==> src/rtl/tune_detector_if.sv <==
// Tone-path bundle between the pin mux/mode source and the tune detector.
// master drives the wave and the mode bit; slave returns the decoded tune.
interface tune_detector_if;
  logic       wave_in;
  logic       mode;
  logic [3:0] tune;
  logic       tune_valid;
  logic       tune_strobe;

  modport master (output wave_in, output mode,
                  input  tune, input tune_valid, input tune_strobe);
  modport slave  (input  wave_in, input mode,
                  output tune, output tune_valid, output tune_strobe);
endinterface

==> src/rtl/tune_detector.sv <==
// tune_detector: measures the period of the incoming square wave and maps it
// back to the 4-bit tune code (0..8) of the A=432 Hz Pythagorean table.
// Nominal period = BASE_DIV * N, BASE_DIV = C_BASE_DIV (mode 0) or F_BASE_DIV
// (mode 1). All nominals are elaboration-time constants.
// Optional feature: define DUTY_CHECK_EN to reject periods whose high time is
// outside 50% +/- 12.5% of the period.
module tune_detector #(
  parameter int unsigned C_BASE_DIV = 96,
  parameter int unsigned F_BASE_DIV = 72,
  parameter int unsigned TOL_SHIFT  = 6,
  parameter int unsigned STABLE_CNT = 2,
  parameter int unsigned TIMEOUT    = 131071
) (
  input  logic           clk12M,
  input  logic           Rst,
  tune_detector_if.slave bus
);

  localparam int MW = $clog2(STABLE_CNT + 1);
  localparam int unsigned NTAB [9] = '{648, 576, 512, 486, 432, 384, 324, 288, 243};

  logic          sync1_q, sync2_q, sync3_q;
  logic          mode_q;
  logic [16:0]   cnt_q, cnt_d;
  logic          armed_q, armed_d;
  logic [17:0]   period_q, period_d;
  logic          per_vld_q, per_vld_d;
  logic          cls_vld_q, cls_hit_q;
  logic [3:0]    cls_code_q;
  logic [MW-1:0] match_q, match_d;
  logic [3:0]    last_code_q, last_code_d;
  logic [3:0]    tune_q, tune_d;
  logic          valid_q, valid_d;
  logic          strobe_q, strobe_d;

  logic          edge_w, mode_chg_w, timeout_w;
  logic          hit_w, duty_ok_w;
  logic [3:0]    code_w;
  logic [17:0]   nom_w, tol_w, diff_w;

  assign edge_w     = sync2_q & ~sync3_q;
  assign mode_chg_w = (bus.mode != mode_q);
  assign timeout_w  = (cnt_q == 17'(TIMEOUT)) && !edge_w;

  // Two-flop synchronizer, edge history flop and previous mode for change detect
  always_ff @(posedge clk12M or posedge Rst) begin
    if (Rst) begin
      sync1_q <= 1'b0;
      sync2_q <= 1'b0;
      sync3_q <= 1'b0;
      mode_q  <= 1'b0;
    end else begin
      sync1_q <= bus.wave_in;
      sync2_q <= sync1_q;
      sync3_q <= sync2_q;
      mode_q  <= bus.mode;
    end
  end

  // Period counter: restart on each edge, saturate at TIMEOUT; first edge only arms
  always_comb begin
    cnt_d     = cnt_q;
    armed_d   = armed_q;
    period_d  = period_q;
    per_vld_d = 1'b0;
    if (edge_w) begin
      cnt_d = '0;
      if (armed_q && !mode_chg_w) begin
        period_d  = {1'b0, cnt_q} + 18'd1;
        per_vld_d = 1'b1;
      end
      armed_d = 1'b1;
    end else begin
      if (cnt_q != 17'(TIMEOUT)) cnt_d = cnt_q + 17'd1;
      if (timeout_w) armed_d = 1'b0;
    end
    if (mode_chg_w) armed_d = 1'b0;
  end

  // Measurement state registers
  always_ff @(posedge clk12M or posedge Rst) begin
    if (Rst) begin
      cnt_q     <= '0;
      armed_q   <= 1'b0;
      period_q  <= '0;
      per_vld_q <= 1'b0;
    end else begin
      cnt_q     <= cnt_d;
      armed_q   <= armed_d;
      period_q  <= period_d;
      per_vld_q <= per_vld_d;
    end
  end

  // Scan the table of the current mode; first code inside its window wins
  always_comb begin
    hit_w  = 1'b0;
    code_w = '0;
    nom_w  = '0;
    tol_w  = '0;
    diff_w = '0;
    for (int i = 0; i < 9; i++) begin
      nom_w  = bus.mode ? 18'(F_BASE_DIV * NTAB[i]) : 18'(C_BASE_DIV * NTAB[i]);
      tol_w  = nom_w >> TOL_SHIFT;
      diff_w = (period_q > nom_w) ? (period_q - nom_w) : (nom_w - period_q);
      if (!hit_w && (diff_w <= tol_w)) begin
        hit_w  = 1'b1;
        code_w = 4'(i);
      end
    end
  end

`ifdef DUTY_CHECK_EN
  logic [16:0] hi_cnt_q, high_q;
  logic [17:0] twice_hi_w, duty_diff_w;

  // High-time counter; the edge cycle itself counts as the first high cycle
  always_ff @(posedge clk12M or posedge Rst) begin
    if (Rst) begin
      hi_cnt_q <= '0;
      high_q   <= '0;
    end else if (edge_w) begin
      high_q   <= hi_cnt_q;
      hi_cnt_q <= 17'd1;
    end else if (sync2_q && (hi_cnt_q != '1)) begin
      hi_cnt_q <= hi_cnt_q + 17'd1;
    end
  end

  assign twice_hi_w  = {high_q, 1'b0};
  assign duty_diff_w = (twice_hi_w > period_q) ? (twice_hi_w - period_q) : (period_q - twice_hi_w);
  assign duty_ok_w   = (duty_diff_w <= (period_q >> 2));
`else
  assign duty_ok_w = 1'b1;
`endif

  // Classification result, registered one cycle after the period latches
  always_ff @(posedge clk12M or posedge Rst) begin
    if (Rst) begin
      cls_vld_q  <= 1'b0;
      cls_hit_q  <= 1'b0;
      cls_code_q <= '0;
    end else begin
      cls_vld_q  <= per_vld_q & ~mode_chg_w;
      cls_hit_q  <= hit_w & duty_ok_w;
      cls_code_q <= code_w;
    end
  end

  // Match history and output update; strobe only on a new or changed note
  always_comb begin
    match_d     = match_q;
    last_code_d = last_code_q;
    tune_d      = tune_q;
    valid_d     = valid_q;
    strobe_d    = 1'b0;
    if (mode_chg_w || timeout_w) begin
      match_d = '0;
      if (timeout_w) valid_d = 1'b0;
    end else if (cls_vld_q) begin
      if (!cls_hit_q) begin
        match_d = '0;
      end else begin
        if ((match_q != '0) && (cls_code_q == last_code_q)) begin
          if (match_q != MW'(STABLE_CNT)) match_d = match_q + MW'(1);
        end else begin
          match_d = MW'(1);
        end
        last_code_d = cls_code_q;
        if (match_d == MW'(STABLE_CNT)) begin
          tune_d   = cls_code_q;
          valid_d  = 1'b1;
          strobe_d = !valid_q || (cls_code_q != tune_q);
        end
      end
    end
  end

  // History and output registers
  always_ff @(posedge clk12M or posedge Rst) begin
    if (Rst) begin
      match_q     <= '0;
      last_code_q <= '0;
      tune_q      <= '0;
      valid_q     <= 1'b0;
      strobe_q    <= 1'b0;
    end else begin
      match_q     <= match_d;
      last_code_q <= last_code_d;
      tune_q      <= tune_d;
      valid_q     <= valid_d;
      strobe_q    <= strobe_d;
    end
  end

  assign bus.tune        = tune_q;
  assign bus.tune_valid  = valid_q;
  assign bus.tune_strobe = strobe_q;

endmodule

==> src/flat_wrapper.sv <==
// flat-port wrapper written by rule: the top's interface ports become plain ports
module tune_detector_flat 
#(
  parameter int unsigned C_BASE_DIV = 96,
  parameter int unsigned F_BASE_DIV = 72,
  parameter int unsigned TOL_SHIFT  = 6,
  parameter int unsigned STABLE_CNT = 2,
  parameter int unsigned TIMEOUT    = 131071
)
  (clk12M, Rst, bus_wave_in, bus_mode, bus_tune, bus_tune_valid, bus_tune_strobe);
  tune_detector_if bus_i ();
  input  logic clk12M;
  input  logic Rst;
  input wire logic [$bits(bus_i.wave_in)-1:0] bus_wave_in;
  input wire logic [$bits(bus_i.mode)-1:0] bus_mode;
  output wire logic [$bits(bus_i.tune)-1:0] bus_tune;
  output wire logic [$bits(bus_i.tune_valid)-1:0] bus_tune_valid;
  output wire logic [$bits(bus_i.tune_strobe)-1:0] bus_tune_strobe;
  assign bus_i.wave_in = bus_wave_in;
  assign bus_i.mode = bus_mode;
  assign bus_tune = bus_i.tune;
  assign bus_tune_valid = bus_i.tune_valid;
  assign bus_tune_strobe = bus_i.tune_strobe;
  tune_detector #(.C_BASE_DIV(C_BASE_DIV), .F_BASE_DIV(F_BASE_DIV), .TOL_SHIFT(TOL_SHIFT), .STABLE_CNT(STABLE_CNT), .TIMEOUT(TIMEOUT)) u_core (.clk12M(clk12M), .Rst(Rst), .bus(bus_i));
endmodule
==> config.mk <==
export PLATFORM = sky130hd
export DESIGN_NAME = tune_detector_flat
export DESIGN_NICKNAME = d
export VERILOG_FILES = /design/src/rtl/tune_detector_if.sv /design/src/rtl/tune_detector.sv /design/src/flat_wrapper.sv
export SDC_FILE = /design/constraint.sdc
export NUM_CORES = 1
export LEC_CHECK = 0
export ABC_AREA = 1
export BUFFER_PORTS_ARGS = -buffer_cell sky130_fd_sc_hd__buf_2
export CORE_ASPECT_RATIO = 2
export CORE_MARGIN = 8
export CORE_UTILIZATION = 40
export DETAILED_ROUTE_END_ITERATION = 16
export GPL_TIMING_DRIVEN = 0
export PLACE_DENSITY = 0.65
export SYNTH_ARGS = -nofsm -noshare
export SYNTH_HDL_FRONTEND = slang
export SYNTH_SLANG_ARGS = --single-unit
==> constraint.sdc <==
create_clock -name clk12M -period 5.6 [get_ports clk12M]
set_clock_uncertainty 0.2 [all_clocks]
set_input_delay 0.28 -clock clk12M [delete_from_list [all_inputs] [get_ports clk12M]]
set_output_delay 0.28 -clock clk12M [all_outputs]
set_load 0.05 [all_outputs]
==> metrics.md <==
| Metric | Value |
|---|---|
| Synth-to-Final Area Change | `9.29%` |
| Max clock buf depth | `2` |
| Worst path buffer plus inverter count | `4` |
| Final setup fails | `0` |
| Worst path slowest cell | `dfrtp_1` |
| Final antenna-violating net count | `0` |
| Die Footprint | `38600 um2` |
| YS warnings | `0` |
| Row count | `93` |
| Maximum vdd drop | `0.391 mV` |
| CP required | `5.69 ns` |
| Routed wire length | `77.9 mm` |
| Most frequent cell after synthesis | `nand2_1` |
| Worst setup EP type | `register` |
| Clock transition at the registers of the reported paths | `approximately 0.060 ns` |
| Max Freq | `0.181 GHz` |
| Cell Area, Synth | `12900 um2` |
| Pin count of the biggest net entering global routing | `61` |
| Largest cells by area after synthesis | `nand2_1, dfrtp_1, ha_1` |
| Synth Register Bits | `59` |
| Status | `completed` |
| Post-synth EDFFs | `0` |
| Global-route wire length before repair | `111 mm` |
| Cells after Synth | `about 2.3k` |
| Initial drt markers | `around 1.5k` |
| CTS tree | `done` |
| RSZ-0062 raised after global routing | `no` |
| Post-Syn Area per Cell | `5.55 um2` |
| # nets final | `2468` |
| PD cells | `444 nW/um2` |
| Hold Slack | `~0.1 ns` |
| Top cell type's share of synthesized area | `a little under a quarter` |
| Post-synth top area cell | `nand2_1` |
| GRT Overall Usage | `40.3%` |
| Kind of critical path | `reg -> reg` |
| Initial antenna violation count | `7` |
| DR pass1 iterations | `8` |
| Via count | `16.7k` |
| Worst EP arrival | `5.61 ns` |
| CTS Root Cell | `clkbuf_16` |
| Top FF cell, synth | `dfrtp_1` |
| Fraction of registers with async set/reset | `100%` |
| Worst-skew pair later-pin latency | `roughly 0.35 ns` |
| Port Buf Inserts | `9` |
| I/O pins | `10` |
| CTS Buf Count | `9` |
| Vias in the first global route | `16.4k` |
| Number of library cell types mapped by synthesis | `53` |
| Tcrit/Tclk final | `98.6%` |
| Critical path peak fanout | `11` |
| HPWL after detailed placement | `60.2 mm` |
| Share of post-route cells with drive strength above 1 | `under 10%` |
| DRC violations left | `0` |
| Slew Limit Fails | `0` |
| Min-Delay Path Class | `in -> reg` |
| Sink Count | `59` |
| Delay-heaviest family, CP | `compound AO/OA/AOI/OAI gates` |
| Final Wtd Congestion | `about 1.1` |
| Syn_nets | `2439` |
| Startpoint class of the critical path | `register` |
| Total power | `approximately 6.3 mW` |
| Maxcap violations | `0` |
| Relative slew margins | `around 1.5%` |
| Vias per cell | `~6` |
| H-Tree Depth | `3` |
| Remaining Overflow, GRT | `0` |
| Initial Util | `about two fifths` |
| Cells along the critical path | `clkinv_2 > ha_2 > nand2_4 > inv_2 > nand2_2 > o21ai_0 > inv_1 > nand2_1 > o21ai_0 > ha_1 > nand2_1 > nor2_1 > a211oi_1 > o21ai_0 > o21ai_0 > nand3_1 > nor2_1 > nand4_1 > a21oi_1 > nand3_1 > nand2_1 > clkinv_1 > nand2_1` |
| Final core occ | `44.1%` |
| Post-synthesis sequential area ratio | `11.4%` |
| Avg WL per Cell | `27.9 um` |
| Core box area | `32000 um2` |
| Worst Max-Slew Pin Slew | `about 1.5 ns` |
| Leak | `7.31 nW` |
| Final Hold Vio Count | `0` |
| Die Y | `270 um` |
| Die Wd | `between 100 and 150 um` |
| CP peak stage delay | `roughly 0.55 ns` |
| Post-layout min period | `5.52 ns` |
| Post-synth top cells | `nand2_1, inv_1, nor2_1` |
[cell usage in the layout, fill, tap and decap left out, types with 8 or more instances in the layout]
cell type,instances
nand2_1,783
inv_1,222
nor2_1,220
nand3_1,186
o21ai_0,175
a21oi_1,115
ha_1,105
xor2_1,103
dfrtp_1,52
nand4_1,36
inv_2,33
buf_2,30
nor3_1,27
buf_4,27
nand2_2,21
o21ai_1,20
nor2_2,18
clkbuf_1,16
o211ai_1,11
nand3b_1,9
clkbuf_16,9
o22ai_1,8
nor2_4,8
[registers in the layout (all words and copies together) (netlist names), 2 cells and up]
signal	count
u_core.cnt_q	17
u_core.period_q	18
u_core.last_code_q	4
u_core.cls_code_q	4
u_core.match_q	2
u_core.bus.tune	4
[layout make-up]
class	instances	area (um2)
well taps	427	534
clock inverters	4	72.6
repair buffers	22	200
multi-input cells	1928	10100
diodes	5	12.5
clock buffers	12	256
inverters	263	1000
fillers	3633	17900
flip-flops and latches	59	1490
plain buffers	70	423
[power by group]
group	total, mW	switching (mW)	internal [mW]
Sequential	0.613	0.137	0.476
Combinational	5.02	3.69	1.33
Clock	0.622	0.210	0.413
[stage by stage]
stage          instance area (um2)  TNS, ns  cells  worst slack, ns
4_1_cts                      13900        0   2780           0.0192
6_report                     14100        0   2790           0.0807
5_1_grt                      14100        0   2785          0.00512
3_3_place_gp                 13500   -12.48   2760            -2.52
3_5_place_dp                 13500    -3.45   2762           -0.771
2_1_floorplan                12900        0   2324             1.10
[per-layer routing]
metal | global-route usage, % | vias to the layer above | share of wire (%)
met5 | 0 | - | 0.059
li1 | - | 7567 | -
met3 | 7.98 | 418 | 8.2
met2 | 67.0 | 914 | 46
met1 | 39.8 | 7774 | 33
met4 | 41.3 | 8 | 13
[worst reg2reg max path: cells and delay by family (launching register included)]
kind | cells | cell delay, ns
compound gates | 6 | 1.39
buf+inv | 4 | 1.14
fa+ha+maj | 2 | 0.83
simple gates | 11 | 1.38
flops | 1 | 0.55
[final timing paths]
kind	start	end	slack [ns]	depth (start not counted)
setup / recovery	u_core.period_q[0]	u_core.cls_code_q[0]	0.08	23
max in group asynchronous	Rst	u_core.period_q[5]	4.36	4
hold / removal	bus_mode	u_core.mode_q	0.10	1
setup reg to reg	u_core.period_q[0]	u_core.cls_code_q[0]	0.08	23
min in group asynchronous	Rst	u_core.cls_code_q[0]	0.24	3
hold reg to reg	u_core.sync1_q	u_core.sync2_q	0.16	0
[cell families (layout without fill, tap and decap cells)]
group                      Yosys count  after routing  share of synthesized area (%)
and+or+nand+nor                   1336           1336                           43.7
AOI/OAI and AO/OA                  375            375                           15.8
buffers and inverters              337            371                           10.8
adders and majority gates          111            111                           11.0
xor gates and xnor gates           106            106                           7.20
DFF                                 59             59                           11.4
other                                0              5                              0
[repair_timing]
item / CTS / global route
setup endpoints to repair: 5 / 5
endpoints found under the hold margin: 17 / 0
pin swaps: 2 / 0
resized for setup: 20 / 38
setup buffers: 3 / 6
hold buffers: 2 / 0
No activity file was read; power rests on OpenSTA's default activity.
